## src/rtl/mul_cpu_control_fsm_if.sv

```systemverilog
// Control bus between the multi-cycle control FSM and the datapath.
// The FSM side (master) reads the IR opcode and ALU zero flag and drives
// every enable/select; the datapath side (slave) sees the reverse view.
interface mul_cpu_control_fsm_if #(
  parameter int OPW = 6
);
  logic [OPW-1:0] opcode;
  logic           zero;
  logic           PCWre;
  logic           IRWre;
  logic           InsMemRW;
  logic           RegWre;
  logic [1:0]     RegDst;
  logic           ALUSrcB;
  logic           ExtSel;
  logic [2:0]     ALUOp;
  logic           DataMemRW;
  logic           ALUM2Reg;
  logic           WrRegData;
  logic [1:0]     PCSrc;
  logic [2:0]     state;
  logic [31:0]    InsCount;

  modport master (
    input  opcode, zero,
    output PCWre, IRWre, InsMemRW, RegWre, RegDst, ALUSrcB, ExtSel, ALUOp,
           DataMemRW, ALUM2Reg, WrRegData, PCSrc, state, InsCount
  );

  modport slave (
    output opcode, zero,
    input  PCWre, IRWre, InsMemRW, RegWre, RegDst, ALUSrcB, ExtSel, ALUOp,
           DataMemRW, ALUM2Reg, WrRegData, PCSrc, state, InsCount
  );
endinterface

```

## src/rtl/mul_cpu_control_fsm.sv

```systemverilog
// Multi-cycle CPU control unit: sequences IF/ID/EXE/MEM/WB per instruction,
// decodes all datapath enables/selects, and counts retired instructions.
module mul_cpu_control_fsm #(
  parameter int OPW = 6
) (
  input  logic                        CLK,
  input  logic                        Reset,
  mul_cpu_control_fsm_if.master       bus
);

  typedef enum logic [2:0] {
    S_IF     = 3'b000,
    S_ID     = 3'b001,
    S_EXE_LS = 3'b010,
    S_MEM    = 3'b011,
    S_WB_LD  = 3'b100,
    S_EXE_BR = 3'b101,
    S_EXE_AL = 3'b110,
    S_WB_AL  = 3'b111
  } state_e;

  localparam logic [OPW-1:0] OP_ADD  = OPW'(6'b000000);
  localparam logic [OPW-1:0] OP_SUB  = OPW'(6'b000001);
  localparam logic [OPW-1:0] OP_ADDI = OPW'(6'b000010);
  localparam logic [OPW-1:0] OP_OR   = OPW'(6'b010000);
  localparam logic [OPW-1:0] OP_AND  = OPW'(6'b010001);
  localparam logic [OPW-1:0] OP_ORI  = OPW'(6'b010010);
  localparam logic [OPW-1:0] OP_SW   = OPW'(6'b110000);
  localparam logic [OPW-1:0] OP_LW   = OPW'(6'b110001);
  localparam logic [OPW-1:0] OP_BEQ  = OPW'(6'b110100);
  localparam logic [OPW-1:0] OP_J    = OPW'(6'b111000);
  localparam logic [OPW-1:0] OP_JR   = OPW'(6'b111001);
  localparam logic [OPW-1:0] OP_JAL  = OPW'(6'b111010);
  localparam logic [OPW-1:0] OP_HALT = OPW'(6'b111111);

  state_e      state_q, state_d;
  logic        halt_q, halt_d;
  logic [31:0] count_q, count_d;

  logic op_add, op_sub, op_addi, op_or, op_and, op_ori;
  logic op_sw, op_lw, op_beq, op_j, op_jr, op_jal, op_halt;
  logic is_alu;

  logic       pc_wre, ir_wre, reg_wre, alu_src_b, ext_sel;
  logic       dm_rw, alum2reg, wr_reg_data;
  logic [1:0] reg_dst, pc_src;
  logic [2:0] alu_op;

  assign op_add  = (bus.opcode == OP_ADD);
  assign op_sub  = (bus.opcode == OP_SUB);
  assign op_addi = (bus.opcode == OP_ADDI);
  assign op_or   = (bus.opcode == OP_OR);
  assign op_and  = (bus.opcode == OP_AND);
  assign op_ori  = (bus.opcode == OP_ORI);
  assign op_sw   = (bus.opcode == OP_SW);
  assign op_lw   = (bus.opcode == OP_LW);
  assign op_beq  = (bus.opcode == OP_BEQ);
  assign op_j    = (bus.opcode == OP_J);
  assign op_jr   = (bus.opcode == OP_JR);
  assign op_jal  = (bus.opcode == OP_JAL);
  assign op_halt = (bus.opcode == OP_HALT);
  assign is_alu  = op_add | op_sub | op_addi | op_or | op_and | op_ori;

  // Next-state, halt flag, retire counter and all control outputs.
  always_comb begin
    // NOTE: every signal written here gets a default first so no path
    // leaves one unassigned, which would otherwise infer a latch.
    state_d     = state_q;
    halt_d      = halt_q;
    pc_wre      = 1'b0;
    ir_wre      = 1'b0;
    reg_wre     = 1'b0;
    reg_dst     = 2'b00;
    alu_src_b   = 1'b0;
    ext_sel     = 1'b1;
    alu_op      = 3'b000;
    dm_rw       = 1'b0;
    alum2reg    = 1'b0;
    wr_reg_data = 1'b1;
    pc_src      = 2'b00;

    // Opcode-qualified selects; the IR is stale during IF, so IF keeps defaults.
    if (state_q != S_IF) begin
      if (op_add || op_sub || op_or || op_and)  reg_dst = 2'b10;
      else if (op_addi || op_ori || op_lw)      reg_dst = 2'b01;
      alu_src_b = op_addi | op_ori | op_lw | op_sw;
      ext_sel   = ~op_ori;
      if (op_sub || op_beq)     alu_op = 3'b001;
      else if (op_or || op_ori) alu_op = 3'b011;
      else if (op_and)          alu_op = 3'b100;
    end

    case (state_q)
      S_IF: begin
        ir_wre  = 1'b1;
        state_d = S_ID;
      end
      S_ID: begin
        if (halt_q || op_halt) begin
          // Halt is sticky: park in ID with every write disabled until reset.
          halt_d  = 1'b1;
          state_d = S_ID;
        end else if (is_alu) begin
          state_d = S_EXE_AL;
        end else if (op_beq) begin
          state_d = S_EXE_BR;
        end else if (op_lw || op_sw) begin
          state_d = S_EXE_LS;
        end else begin
          // j / jr / jal / nop all retire in ID.
          state_d = S_IF;
          pc_wre  = 1'b1;
          if (op_jal) begin
            reg_wre     = 1'b1;
            wr_reg_data = 1'b0;
            pc_src      = 2'b11;
          end else if (op_j) begin
            pc_src = 2'b11;
          end else if (op_jr) begin
            pc_src = 2'b10;
          end
        end
      end
      S_EXE_AL: state_d = S_WB_AL;
      S_WB_AL: begin
        reg_wre = 1'b1;
        pc_wre  = 1'b1;
        state_d = S_IF;
      end
      S_EXE_BR: begin
        pc_wre  = 1'b1;
        pc_src  = bus.zero ? 2'b01 : 2'b00;
        state_d = S_IF;
      end
      S_EXE_LS: state_d = S_MEM;
      S_MEM: begin
        alum2reg = 1'b1;
        if (op_lw) begin
          state_d = S_WB_LD;
        end else begin
          dm_rw   = op_sw;
          pc_wre  = 1'b1;
          state_d = S_IF;
        end
      end
      S_WB_LD: begin
        alum2reg = 1'b1;
        reg_wre  = 1'b1;
        pc_wre   = 1'b1;
        state_d  = S_IF;
      end
      default: state_d = S_IF;
    endcase

    // No architectural write may happen in a reset cycle.
    if (Reset) begin
      pc_wre  = 1'b0;
      reg_wre = 1'b0;
      dm_rw   = 1'b0;
    end

    count_d = count_q + {31'd0, pc_wre};
  end

  // State, halt flag and retire counter registers with synchronous reset.
  always_ff @(posedge CLK) begin
    // NOTE: sequential state uses non-blocking assignments so every flop
    // samples pre-edge values regardless of statement order.
    if (Reset) begin
      state_q <= S_IF;
      halt_q  <= 1'b0;
      count_q <= 32'd0;
    end else begin
      state_q <= state_d;
      halt_q  <= halt_d;
      count_q <= count_d;
    end
  end

  assign bus.PCWre     = pc_wre;
  assign bus.IRWre     = ir_wre;
  assign bus.InsMemRW  = 1'b1;
  assign bus.RegWre    = reg_wre;
  assign bus.RegDst    = reg_dst;
  assign bus.ALUSrcB   = alu_src_b;
  assign bus.ExtSel    = ext_sel;
  assign bus.ALUOp     = alu_op;
  assign bus.DataMemRW = dm_rw;
  assign bus.ALUM2Reg  = alum2reg;
  assign bus.WrRegData = wr_reg_data;
  assign bus.PCSrc     = pc_src;
  assign bus.state     = state_q;
  assign bus.InsCount  = count_q;

endmodule
```

## src/flat_wrapper.sv

```systemverilog
// flat-port wrapper written by rule: the top's interface ports become plain ports
module mul_cpu_control_fsm_flat 
#(
  parameter int OPW = 6
)
  (CLK, Reset, bus_opcode, bus_zero, bus_PCWre, bus_IRWre, bus_InsMemRW, bus_RegWre, bus_RegDst, bus_ALUSrcB, bus_ExtSel, bus_ALUOp, bus_DataMemRW, bus_ALUM2Reg, bus_WrRegData, bus_PCSrc, bus_state, bus_InsCount);
  mul_cpu_control_fsm_if #(.OPW(OPW)) bus_i ();
  input  logic CLK;
  input  logic Reset;
  input wire logic [$bits(bus_i.opcode)-1:0] bus_opcode;
  input wire logic [$bits(bus_i.zero)-1:0] bus_zero;
  output wire logic [$bits(bus_i.PCWre)-1:0] bus_PCWre;
  output wire logic [$bits(bus_i.IRWre)-1:0] bus_IRWre;
  output wire logic [$bits(bus_i.InsMemRW)-1:0] bus_InsMemRW;
  output wire logic [$bits(bus_i.RegWre)-1:0] bus_RegWre;
  output wire logic [$bits(bus_i.RegDst)-1:0] bus_RegDst;
  output wire logic [$bits(bus_i.ALUSrcB)-1:0] bus_ALUSrcB;
  output wire logic [$bits(bus_i.ExtSel)-1:0] bus_ExtSel;
  output wire logic [$bits(bus_i.ALUOp)-1:0] bus_ALUOp;
  output wire logic [$bits(bus_i.DataMemRW)-1:0] bus_DataMemRW;
  output wire logic [$bits(bus_i.ALUM2Reg)-1:0] bus_ALUM2Reg;
  output wire logic [$bits(bus_i.WrRegData)-1:0] bus_WrRegData;
  output wire logic [$bits(bus_i.PCSrc)-1:0] bus_PCSrc;
  output wire logic [$bits(bus_i.state)-1:0] bus_state;
  output wire logic [$bits(bus_i.InsCount)-1:0] bus_InsCount;
  assign bus_i.opcode = bus_opcode;
  assign bus_i.zero = bus_zero;
  assign bus_PCWre = bus_i.PCWre;
  assign bus_IRWre = bus_i.IRWre;
  assign bus_InsMemRW = bus_i.InsMemRW;
  assign bus_RegWre = bus_i.RegWre;
  assign bus_RegDst = bus_i.RegDst;
  assign bus_ALUSrcB = bus_i.ALUSrcB;
  assign bus_ExtSel = bus_i.ExtSel;
  assign bus_ALUOp = bus_i.ALUOp;
  assign bus_DataMemRW = bus_i.DataMemRW;
  assign bus_ALUM2Reg = bus_i.ALUM2Reg;
  assign bus_WrRegData = bus_i.WrRegData;
  assign bus_PCSrc = bus_i.PCSrc;
  assign bus_state = bus_i.state;
  assign bus_InsCount = bus_i.InsCount;
  mul_cpu_control_fsm #(.OPW(OPW)) u_core (.CLK(CLK), .Reset(Reset), .bus(bus_i));
endmodule
```

## config.mk

```make
export PLATFORM = sky130hd
export DESIGN_NAME = mul_cpu_control_fsm_flat
export DESIGN_NICKNAME = d
export VERILOG_FILES = /design/src/rtl/mul_cpu_control_fsm_if.sv /design/src/rtl/mul_cpu_control_fsm.sv /design/src/flat_wrapper.sv
export SDC_FILE = /design/constraint.sdc
export NUM_CORES = 1
export LEC_CHECK = 0
export ABC_AREA = 1
export BUFFER_PORTS_ARGS = -buffer_cell sky130_fd_sc_hd__buf_2
export CAP_MARGIN = 20
export CORE_MARGIN = 5
export CORE_UTILIZATION = 45
export CTS_BUF_LIST = sky130_fd_sc_hd__clkbuf_4
export DETAILED_ROUTE_END_ITERATION = 8
export GPL_TIMING_DRIVEN = 0
export HOLD_SLACK_MARGIN = 0.06
export PLACE_DENSITY = 0.78
export SYNTH_ARGS = -nofsm -noshare
export SYNTH_HDL_FRONTEND = slang
export SYNTH_SLANG_ARGS = --single-unit
```

## constraint.sdc

```tcl
create_clock -name CLK -period 3.35 [get_ports CLK]
set_input_delay 0.335 -clock CLK [delete_from_list [all_inputs] [get_ports CLK]]
set_output_delay 0.335 -clock CLK [all_outputs]
set_load 0.01 [all_outputs]
```

==> results of run 1 <==
## cell type report
class	count	area share
Clock buffer	5	0.0138
Tap cell	70	0.0323
Buffer	6	0.0125
Clock inverter	2	0.00277
Sequential cell	36	0.266
Timing Repair Buffer	56	0.103
Multi-Input combinational cell	274	0.517
Inverter	38	0.0526
## through the flow
step | hold WS [ns] | cell area [um^2] | total power, mW | setup slack, ns | instances
after floorplan | 0.495 | 2300 | 0.492 | 0.973 | 354
after CTS | 0.430 | 2710 | 0.726 | 0.791 | 487
after global routing | 0.456 | 2710 | 0.758 | 0.459 | 487
after detailed placement | 0.468 | 2670 | 0.515 | 0.653 | 480
after global placement | 0.462 | 2670 | 0.514 | 0.715 | 480
final | 0.436 | 2710 | 0.719 | 0.811 | 487
## state kept, by name, indices dropped and copies added (netlist names)
register             count
u_core.bus.InsCount     32
u_core.bus.state         3
u_core.halt_q            1
## placed cells by master (no fill, tap or decap), drive strengths merged, types with 3 or more instances in the layout
cell      n
a21oi    28
buf      59
clkbuf    8
clkinv    3
dfxtp    36
inv      37
nand2   100
nand3    14
nand3b   12
nand4     7
nor2     78
nor3      9
nor4      3
o21a      3
o21ai    10
## path summary, 6_finish.rpt
check | endpoint | from
max | u_core.bus.InsCount[18] | u_core.bus.state[1]
min | u_core.bus.InsCount[14] | Reset
max reg2reg | u_core.bus.InsCount[18] | u_core.bus.state[1]
min reg2reg | u_core.bus.InsCount[31] | u_core.bus.InsCount[31]
## synthesized netlist by cell type, drive strengths merged, types with 3 or more instances
| cell | count | area share |
|---|---|---|
| a21oi | 28 | 0.063 |
| buf | 3 | 0.0098 |
| clkbuf | 3 | 0.0049 |
| dfxtp | 36 | 0.31 |
| inv | 37 | 0.060 |
| nand2 | 100 | 0.18 |
| nand3 | 14 | 0.033 |
| nand3b | 12 | 0.039 |
| nand4 | 7 | 0.019 |
| nor2 | 78 | 0.18 |
| nor3 | 9 | 0.022 |
| nor4 | 3 | 0.011 |
| o21a | 3 | 0.0098 |
| o21ai | 10 | 0.022 |
## worst reg2reg max path, stage by stage, from the launching register on
cell and delay (ns):
sky130_fd_sc_hd__dfxtp_1 0.35, sky130_fd_sc_hd__inv_1 0.12, sky130_fd_sc_hd__nand2_1 0.09, sky130_fd_sc_hd__nor2_2 0.16
sky130_fd_sc_hd__nand3_1 0.11, sky130_fd_sc_hd__nor2_1 0.12, sky130_fd_sc_hd__nand2_1 0.09, sky130_fd_sc_hd__a21oi_1 0.20
sky130_fd_sc_hd__ha_1 0.24, sky130_fd_sc_hd__ha_1 0.18, sky130_fd_sc_hd__nand2_1 0.11, sky130_fd_sc_hd__nor2_4 0.19
sky130_fd_sc_hd__nand3b_1 0.10, sky130_fd_sc_hd__nor2_1 0.21, sky130_fd_sc_hd__nand3_1 0.10, sky130_fd_sc_hd__nand2_1 0.07
sky130_fd_sc_hd__nor2_1 0.04
## cells by family after synthesis
kind of cell,synth area share
and+or+nand+nor,0.479
AOI/OAI and AO/OA,0.107
buffers and inverters,0.0767
DFF,0.313
xor gates and xnor gates,0.0114
adders and majority gates,0.0109
other,0.00163
## power by group through the flow
stage               logic, mW  registers (mW)  clock network, mW
finish                 0.0699           0.435              0.214
global route           0.0803           0.436              0.241
CTS                    0.0703           0.435              0.221
detailed placement     0.0701           0.445                  0
global placement       0.0686           0.445                  0
floorplan              0.0456           0.446                  0
## layer usage
layer / track usage / routed length [um] / vias up
met4: 0.0608 / 98 / 0
met5: 0 / 0 / -
met2: 0.314 / 2690 / 69
li1: - / - / 1267
met1: 0.244 / 2650 / 1069
met3: 0.0461 / 399 / 8
==> metrics.txt, run 1 <==
number of hold-slack violations in the final timing report=0; slew at the pin closest to its max-slew limit=0.542 ns; Worst Skew=a little over 0.007 ns; required time of the critical path=3.60 ns; vias per cell=approximately 5.0; static leakage=about 1.1 nW; largest stage delay on the critical path=0.35 ns; cell depth of the worst setup path=16; global-route wire length before repair=slightly below 10000 um; Iteration-0 DRC Markers=161; nature of the critical path startpoint=register; number of standard cells after synthesis=354; final core area utilization=0.538; Arr. time, crit path=2.79 ns; internal reg-to-reg setup slack=0.81 ns; area growth from synthesis to layout=18.0%; critical path's slowest cell=sky130_fd_sc_hd__dfxtp_1; count of standard-cell rows=26; I/O pins=60; via count of the first global-routing pass=2155; Root Buffer=sky130_fd_sc_hd__clkbuf_4; critical path's top delay family=simple AND/OR/NAND/NOR gates; post-route minimum period=2.54 ns; CTS clk-pin slew, worst paths=0.10 ns; Avg WL per Cell=12.0 um; Post-Syn Area=0.00230 mm^2; multi-input combinational cell area=roughly 0.0014 mm^2; Fin Setup TNS=0 ns; syn_area_per_cell=between 6 and 7 um^2; Synth cell types=34; final setup vio count=0; Detail Route Antenna Nets=0; H-tree lvl count=2; Post-route DRC=0; relative max-transition margin=0.639; Worst Path Max Fanout=5; ys async rst share=0; hold-fix buffer count after cts=0; cells traversed along the worst timing path=inv_1 > nand2_1 > nor2_2 > nand3_1 > nor2_1 > nand2_1 > a21oi_1 > ha_1 > ha_1 > nand2_1 > nor2_4 > nand3b_1 > nor2_1 > nand3_1 > nand2_1 > nor2_1; area of the core=0.00504 mm^2; Switch Pwr=between 0.15 and 0.2 mW; Sw Ratio=0.266; CP Class=reg -> reg; global-route usage over all layers=0.190; register area=721 um^2; status=finished clean; Internal Dissipation=0.528 mW; kind of capture point of the worst setup path=register; # Max-Cap Violations=0; buffers inserted during post-CTS setup optimization=0; most frequently used flop master after synthesis=sky130_fd_sc_hd__dfxtp_1; number of register bits inferred by synthesis=36; number of input and output port buffers inserted=56; pin count of the biggest net entering global routing=11; number of enable flip-flop cells after synthesis=0; Highest Clock Rate=0.394 GHz; total overflow reported by the global router=0; effective utilization at floorplan=0.456; nets=428; total power per unit cell area=265 mW/mm^2; initial antenna violation count=0; total nets after synthesis=365; drt first pass iters=4; CTS tree=done; PostCTS Resize Cnt=0; most common cell type on the critical path=sky130_fd_sc_hd__nand2_1; Detail Placement HPWL=approximately 4700 um; final wirelength=5830 um; Final Wtd Congestion=0.899; Hold Crit Class=in -> reg; critical path buffer and inverter count=1; CTS buffer count=5; Worst Hold Path Cells=4; length in cells of the worst reg-to-reg path=16; vias after detailed routing=between 2000 and 2500; Pins Over Slew Limit=0; clock network fraction of total power=0.298; proportion of power drawn by flip-flops and latches=0.605; clock latency reported for the late side of the worst-skew pair=approximately 0.34 ns; Comb power frac=0.097; share of layout cells above drive strength 1=0.240; # diodes=0; clock sinks=36; Yosys warning count=0; sequential cell area fraction in the yosys report=0.313; number of inserted filler cells in the final layout=514; Clock Tree Buf Depth=2; worst ir drop on vdd=roughly 0.11 mV; unrepaired setup endpoints after global routing=false; DIE HEIGHT=81.5 um; share of the clock period used by the worst path after layout=0.758; die width=between 80 and 90 um; area of the die=0.00664 mm^2
(Power assumes the default switching activity.)
==> run 2: changes to the inputs <==
==> constraint.sdc (replaced) <==
create_clock -name CLK -period 2.57 [get_ports CLK]
set_input_delay 0.257 -clock CLK [delete_from_list [all_inputs] [get_ports CLK]]
set_output_delay 0.257 -clock CLK [all_outputs]
set_load 0.01 [all_outputs]
==> run 2 against run 1 <==
Effect of this change: clock-buffer cell count is the same; hold slack lost 0.086 ns; register-to-register slack lost 0.61 ns; fmax grew 7.0%; final cell count grew 1.0%; first-iteration DRC count grew 42%; worst setup slack lost 0.61 ns; sequential cell count is the same; combinational power grew 44%; clock skew grew 0.0018 ns; cell area grew 2.7%; non-clock buffer count grew 5; largest cell class unchanged.
==> metrics.txt, run 2 (synthesized netlist as in run 1, its figures left out) <==
required time of the critical path=2.83 ns (was 3.60 ns); drt first pass iters=4 (unchanged); area growth from synthesis to layout=21.2% (was 18.0%); Worst Hold Path Cells=4 (unchanged); Worst Skew=0.00908 ns (was 0.00727 ns); CP Class=reg -> reg (unchanged); highest-count cells in the layout ignoring fill and taps=sky130_fd_sc_hd__nand2_1, sky130_fd_sc_hd__buf_2, sky130_fd_sc_hd__nor2_1, sky130_fd_sc_hd__inv_1, sky130_fd_sc_hd__dfxtp_1 (was sky130_fd_sc_hd__nand2_1, sky130_fd_sc_hd__nor2_1, sky130_fd_sc_hd__buf_2, sky130_fd_sc_hd__dfxtp_1, sky130_fd_sc_hd__inv_1); Post-route DRC=0 (unchanged); DIE HEIGHT=81.5 um (unchanged); internal reg-to-reg setup slack=0.20 ns (was 0.81 ns); via count of the first global-routing pass=2155 (unchanged); total overflow reported by the global router=0 (unchanged); Placed Instances=480 (unchanged); Fin Setup TNS=0 ns (unchanged); Detail Route Antenna Nets=0 (unchanged); CTS buffer count=5 (unchanged); Arr. time, crit path=2.63 ns (was 2.79 ns); # diodes=0 (unchanged); Cell Count, Final, Fillers Out=492 (was 487); share of layout cells above drive strength 1=0.277 (was 0.240); Avg WL per Cell=12.1 um (was 12.0 um); vias per cell=5.01 (was 4.95); area of the die=0.00664 mm^2 (unchanged); effective utilization at floorplan=0.456 (unchanged); most frequent standard cell in the layout excluding fill and tap cells=sky130_fd_sc_hd__nand2_1 (unchanged); start point of the worst hold path=bus_opcode[1] (was Reset); global-route usage over all layers=0.190 (unchanged); worst ir drop on vdd=0.143 mV (was 0.109 mV); placement-stage worst setup slack=-0.0486 ns (was 0.653 ns); number of input and output port buffers inserted=56 (unchanged); # Max-Cap Violations=0 (unchanged); Hold Crit Class=in -> reg (unchanged); static leakage=1.14 nW (was 1.12 nW); Root Buffer=sky130_fd_sc_hd__clkbuf_4 (unchanged); pin count of the biggest net entering global routing=11 (unchanged); capture point of the worst reg-to-reg path=u_core.bus.InsCount[20] (was u_core.bus.InsCount[18]); Worst Path Max Fanout=5 (unchanged); Iteration-0 DRC Markers=229 (was 161); final setup vio count=0 (unchanged); total power per unit cell area=341 mW/mm^2 (was 265 mW/mm^2); number of flip-flops under the largest register name=32 (unchanged); kind of capture point of the worst setup path=register (unchanged); Final Wtd Congestion=0.899 (unchanged); count of standard-cell rows=26 (unchanged); I/O pins=60 (unchanged); worst path setup slack after routing=0.198 ns (was 0.811 ns); area of the core=0.00504 mm^2 (unchanged); Pins Over Slew Limit=0 (unchanged); Clock Tree Buf Depth=2 (unchanged); status=finished clean (unchanged); CTS tree=done (unchanged); length in cells of the worst reg-to-reg path=16 (unchanged); nature of the critical path startpoint=register (unchanged); clock sinks=36 (unchanged); worst hold slack across all endpoints=0.350 ns (was 0.436 ns); Detail Placement HPWL=4670 um (unchanged); end of the worst hold path=u_core.bus.state[1] (was u_core.bus.InsCount[14]); relative max-transition margin=0.619 (was 0.639); H-tree lvl count=2 (unchanged); Highest Clock Rate=0.422 GHz (was 0.394 GHz); nets=433 (was 428); share of the clock period used by the worst path after layout=0.923 (was 0.758); number of hold-slack violations in the final timing report=0 (unchanged); global-route wire length before repair=9780 um (unchanged); cell area after placement=0.00267 mm^2 (unchanged); CTS clk-pin slew, worst paths=0.10 ns (about the same); post-route minimum period=2.37 ns (was 2.54 ns); initial antenna violation count=0 (unchanged); slew at the pin closest to its max-slew limit=0.571 ns (was 0.542 ns); final wirelength=5950 um (was 5830 um); vias after detailed routing=2465 (was 2413); Final Instance Area=0.00279 mm^2 (was 0.00271 mm^2); clock latency reported for the late side of the worst-skew pair=0.35 ns (was 0.34 ns); die width=81.5 um (unchanged); startpoint of the worst register-to-register path=u_core.bus.state[1] (unchanged)
run 2: cell count changes in the layout (fill, tap and decap cells not counted), moves of 2 or more:
| cell | previous run | this run |
|---|---|---|
| sky130_fd_sc_hd__nor2_1 | 57 | 54 |
| sky130_fd_sc_hd__buf_4 | 3 | 8 |
| sky130_fd_sc_hd__nand2_2 | 7 | 10 |
| sky130_fd_sc_hd__ha_1 | 2 | 0 |
| sky130_fd_sc_hd__nand2_1 | 91 | 88 |
| sky130_fd_sc_hd__dfxtp_1 | 36 | 34 |
| sky130_fd_sc_hd__nor2_2 | 10 | 12 |
| sky130_fd_sc_hd__ha_2 | 0 | 2 |
run 2: what timing repair did:
item,CTS,global route
hold buffers,0,0
setup endpoints to repair,0,15
endpoints found under the hold margin,0,0
resized for setup,0,15
buffers inserted,0,5
run 2: worst max-delay path, cell delays in order, from the launching register on:
cell and delay, ns:
sky130_fd_sc_hd__dfxtp_4 0.37, sky130_fd_sc_hd__inv_4 0.06, sky130_fd_sc_hd__nand2_2 0.06, sky130_fd_sc_hd__nor2_4 0.13
sky130_fd_sc_hd__nand3_1 0.10, sky130_fd_sc_hd__nor2_1 0.14, sky130_fd_sc_hd__nand2_1 0.09, sky130_fd_sc_hd__a21oi_2 0.19
sky130_fd_sc_hd__ha_2 0.21, sky130_fd_sc_hd__ha_2 0.18, sky130_fd_sc_hd__nand2_2 0.08, sky130_fd_sc_hd__nor2_4 0.19
sky130_fd_sc_hd__nand2_4 0.12, sky130_fd_sc_hd__nor2_4 0.16, sky130_fd_sc_hd__nand4_1 0.09, sky130_fd_sc_hd__nand2_1 0.07
sky130_fd_sc_hd__nor2_1 0.05
run 2: how the worst max path moves through the flow:
stage | startpoint | end | slack [ns] | cells past startpoint
after global routing | u_core.bus.state[1] | u_core.bus.InsCount[20] | -0.02 | 16
after detailed placement | bus_opcode[4] | u_core.bus.InsCount[18] | -0.05 | 17
after CTS | u_core.bus.state[1] | u_core.bus.InsCount[18] | 0.01 | 16
final | u_core.bus.state[1] | u_core.bus.InsCount[20] | 0.20 | 16
after global placement | bus_opcode[4] | u_core.bus.InsCount[18] | 0.01 | 17
after floorplan | u_core.bus.state[0] | u_core.bus.InsCount[18] | 0.19 | 15
run 2: layer usage:
layer,vias to the layer above,global-route usage,share of wire
met3,11,0.0461,0.085
met5,-,0,0
met4,0,0.0608,0.016
li1,1278,-,-
met1,1092,0.244,0.44
met2,84,0.314,0.46
run 2: cell type report:
cell class	instances	area, um^2
Timing Repair Buffer	61	318
Multi-Input combinational cell	274	1430
Buffer	6	33.8
Clock inverter	2	7.51
Fill cell	498	2260
Inverter	38	145
Clock buffer	5	37.5
Tap cell	70	87.6
Sequential cell	36	726
run 2: report_power, final:
part	switching (mW)	leakage [nW]	internal, mW	total (mW)
combinational	0.0637	0.824	0.0372	0.101
sequential	0.00545	0.291	0.562	0.568
clock	0.185	0.0261	0.0954	0.281
run 2: metrics by stage:
| step | power [mW] | util |
|---|---|---|
| 4_1_cts | 0.946 | 0.538 |
| 3_5_place_dp | 0.671 | 0.529 |
| 3_3_place_gp | 0.669 | 0.529 |
| 2_1_floorplan | 0.641 | - |
| 6_report | 0.949 | 0.553 |
| 5_1_grt | 0.998 | 0.553 |
==> run 3: changes to the inputs <==
==> constraint.sdc (replaced) <==
create_clock -name CLK -period 2.57 [get_ports CLK]
set_input_delay 0.514 -clock CLK [delete_from_list [all_inputs] [get_ports CLK]]
set_output_delay 0.514 -clock CLK [all_outputs]
set_load 0.01 [all_outputs]
==> run 3 against run 2 <==
Effect of this change: critical path depth unchanged; largest cell class unchanged; first-iteration DRC count decreased by 11%; cell area about the same; routed wire length increased by 0.22%; sequential power about the same.
==> metrics.txt, run 3 (synthesized netlist as in run 1, its figures left out) <==
global-route usage over all layers=0.190 (unchanged); proportion of power drawn by flip-flops and latches=0.598 (about the same); clock latency reported for the late side of the worst-skew pair=0.35 ns (about the same); H-tree lvl count=2 (unchanged); Cell Count, Final, Fillers Out=492 (unchanged); largest stage delay on the critical path=0.37 ns (about the same); share of the clock period used by the worst path after layout=0.923 (about the same); final setup vio count=0 (unchanged); Iteration-0 DRC Markers=203 (was 229); area growth from synthesis to layout=21.3% (was 21.2%); Sw Ratio=0.268 (about the same); Worst Path Max Fanout=5 (unchanged); Fin Setup TNS=0 ns (unchanged); most common cell type on the critical path=sky130_fd_sc_hd__nor2_4 (unchanged); number of hold-slack violations in the final timing report=0 (unchanged); Pins Over Slew Limit=0 (unchanged); final core area utilization=0.553 (about the same); Final Wtd Congestion=0.899 (unchanged); # Max-Cap Violations=0 (unchanged); Root Buffer=sky130_fd_sc_hd__clkbuf_4 (unchanged); capture point of the worst reg-to-reg path=u_core.bus.InsCount[20] (unchanged); Worst Skew=0.00785 ns (was 0.00908 ns); share of layout cells above drive strength 1=0.280 (was 0.277); number of input and output port buffers inserted=56 (unchanged); CTS tree=done (unchanged); Internal Dissipation=0.695 mW (about the same); drt first pass iters=4 (unchanged); Clock Tree Buf Depth=2 (unchanged); clock network fraction of total power=0.295 (was 0.296); CTS clk-pin slew, worst paths=0.10 ns (about the same); pin count of the biggest net entering global routing=11 (unchanged); static leakage=1.14 nW (about the same); via count of the first global-routing pass=2155 (unchanged); Placed Instances=480 (unchanged); final wirelength=5970 um (was 5950 um); kind of capture point of the worst setup path=register (unchanged); most frequent standard cell in the layout excluding fill and tap cells=sky130_fd_sc_hd__nand2_1 (unchanged); Switch Pwr=0.254 mW (about the same); internal reg-to-reg setup slack=0.20 ns (about the same); DIE HEIGHT=81.5 um (unchanged); relative max-transition margin=0.619 (about the same); Detail Placement HPWL=4670 um (unchanged); effective utilization at floorplan=0.456 (unchanged); highest-count cells in the layout ignoring fill and taps=sky130_fd_sc_hd__nand2_1, sky130_fd_sc_hd__buf_2, sky130_fd_sc_hd__nor2_1, sky130_fd_sc_hd__inv_1, sky130_fd_sc_hd__dfxtp_1 (unchanged); vias after detailed routing=2450 (was 2465); area of the die=0.00664 mm^2 (unchanged); worst setup path endpoint=u_core.bus.InsCount[20] (unchanged); required time of the critical path=2.83 ns (about the same); hold-fix buffer count after cts=0 (unchanged); Highest Clock Rate=0.422 GHz (about the same); area of the core=0.00504 mm^2 (unchanged); cells traversed along the worst timing path=inv_4 > nand2_2 > nor2_4 > nand3_1 > nor2_1 > nand2_1 > a21oi_2 > ha_2 > ha_2 > nand2_2 > nor2_4 > nand2_4 > nor2_4 > nand4_1 > nand2_1 > nor2_1 (unchanged); Hold Crit Class=reg -> reg (was in -> reg); vias per cell=4.98 (was 5.01); CTS buffer count=5 (unchanged); initial antenna violation count=0 (unchanged); worst ir drop on vdd=0.142 mV (was 0.143 mV); Comb power frac=0.107 (was 0.106); status=finished clean (unchanged); global-route wire length before repair=9780 um (unchanged); post-route minimum period=2.37 ns (about the same); CP Class=reg -> reg (unchanged); startpoint of the worst setup timing path=u_core.bus.state[1] (unchanged); Arr. time, crit path=2.63 ns (about the same); clock sinks=36 (unchanged); Post-route DRC=0 (unchanged); startpoint of the worst register-to-register path=u_core.bus.state[1] (unchanged); nature of the critical path startpoint=register (unchanged); count of standard-cell rows=26 (unchanged); Detail Route Antenna Nets=0 (unchanged); nets=433 (unchanged); critical path's slowest cell=sky130_fd_sc_hd__dfxtp_4 (unchanged); # diodes=0 (unchanged); number of flip-flops under the largest register name=32 (unchanged); slew at the pin closest to its max-slew limit=0.571 ns (about the same); length in cells of the worst reg-to-reg path=16 (unchanged); PnR Total Power=0.949 mW (about the same); Avg WL per Cell=12.1 um (about the same); total power per unit cell area=340 mW/mm^2 (was 341 mW/mm^2); I/O pins=60 (unchanged); die width=81.5 um (unchanged); total overflow reported by the global router=0 (unchanged)
run 3: cell count changes in the layout (fill, tap and decap cells not counted):
cell,change
sky130_fd_sc_hd__nand2_1,-1
sky130_fd_sc_hd__nand2_2,+1
run 3: per-layer routing:
metal | track usage | part of all wire | vias to the layer above
met2 | 0.314 | 0.46 | 80
met1 | 0.244 | 0.44 | 1081
met5 | 0 | 0 | -
met4 | 0.0608 | 0.016 | 0
met3 | 0.0461 | 0.082 | 11
li1 | - | - | 1278
run 3: repair_timing:
| item | 4_1_cts | 5_1_grt |
|---|---|---|
| endpoints found under the setup margin | 0 | 15 |
| buffers inserted | 0 | 5 |
| resized for setup | 0 | 16 |
| endpoints found under the hold margin | 0 | 0 |
run 3: layout make-up:
cell class	count	area, um^2
Buffer	6	33.8
Clock buffer	5	37.5
Clock inverter	2	7.51
Fill cell	500	2250
Inverter	38	145
Multi-Input combinational cell	274	1430
Sequential cell	36	726
Tap cell	70	87.6
Timing Repair Buffer	61	318
run 3: how the worst min path moves through the flow:
stage,slack (ns),cells after the start,to,start
floorplan,0.49,2,u_core.halt_q,u_core.halt_q
global placement,0.46,2,u_core.bus.InsCount[31],u_core.bus.InsCount[31]
detailed placement,0.47,2,u_core.bus.InsCount[31],u_core.bus.InsCount[31]
CTS,0.48,2,u_core.bus.InsCount[31],u_core.bus.InsCount[31]
global route,0.53,2,u_core.bus.InsCount[27],u_core.bus.InsCount[27]
finish,0.48,2,u_core.bus.InsCount[31],u_core.bus.InsCount[31]
run 3: metrics by stage:
step	cell area (um^2)	hold WS (ns)	worst slack (ns)
floorplan	2300	0.495	0.0198
global placement	2670	0.462	-0.244
detailed placement	2670	0.468	-0.306
CTS	2710	0.484	0.0114
global route	2790	0.530	-0.0211
finish	2790	0.484	0.198
run 3: critical path, delay by kind of cell, from the launching register on:
| kind | cells | cell delay, ns |
|---|---|---|
| buffers and inverters | 1 | 0.06 |
| and+or+nand+nor | 12 | 1.28 |
| adders and majority gates | 2 | 0.39 |
| DFF | 1 | 0.37 |
| AOI/OAI and AO/OA | 1 | 0.19 |
run 3: power groups by stage:
stage | logic (mW) | registers (mW) | clock network (mW)
finish | 0.101 | 0.568 | 0.280
floorplan | 0.0595 | 0.582 | 0
global route | 0.116 | 0.569 | 0.314
detailed placement | 0.0914 | 0.580 | 0
global placement | 0.0895 | 0.580 | 0
CTS | 0.0916 | 0.567 | 0.288
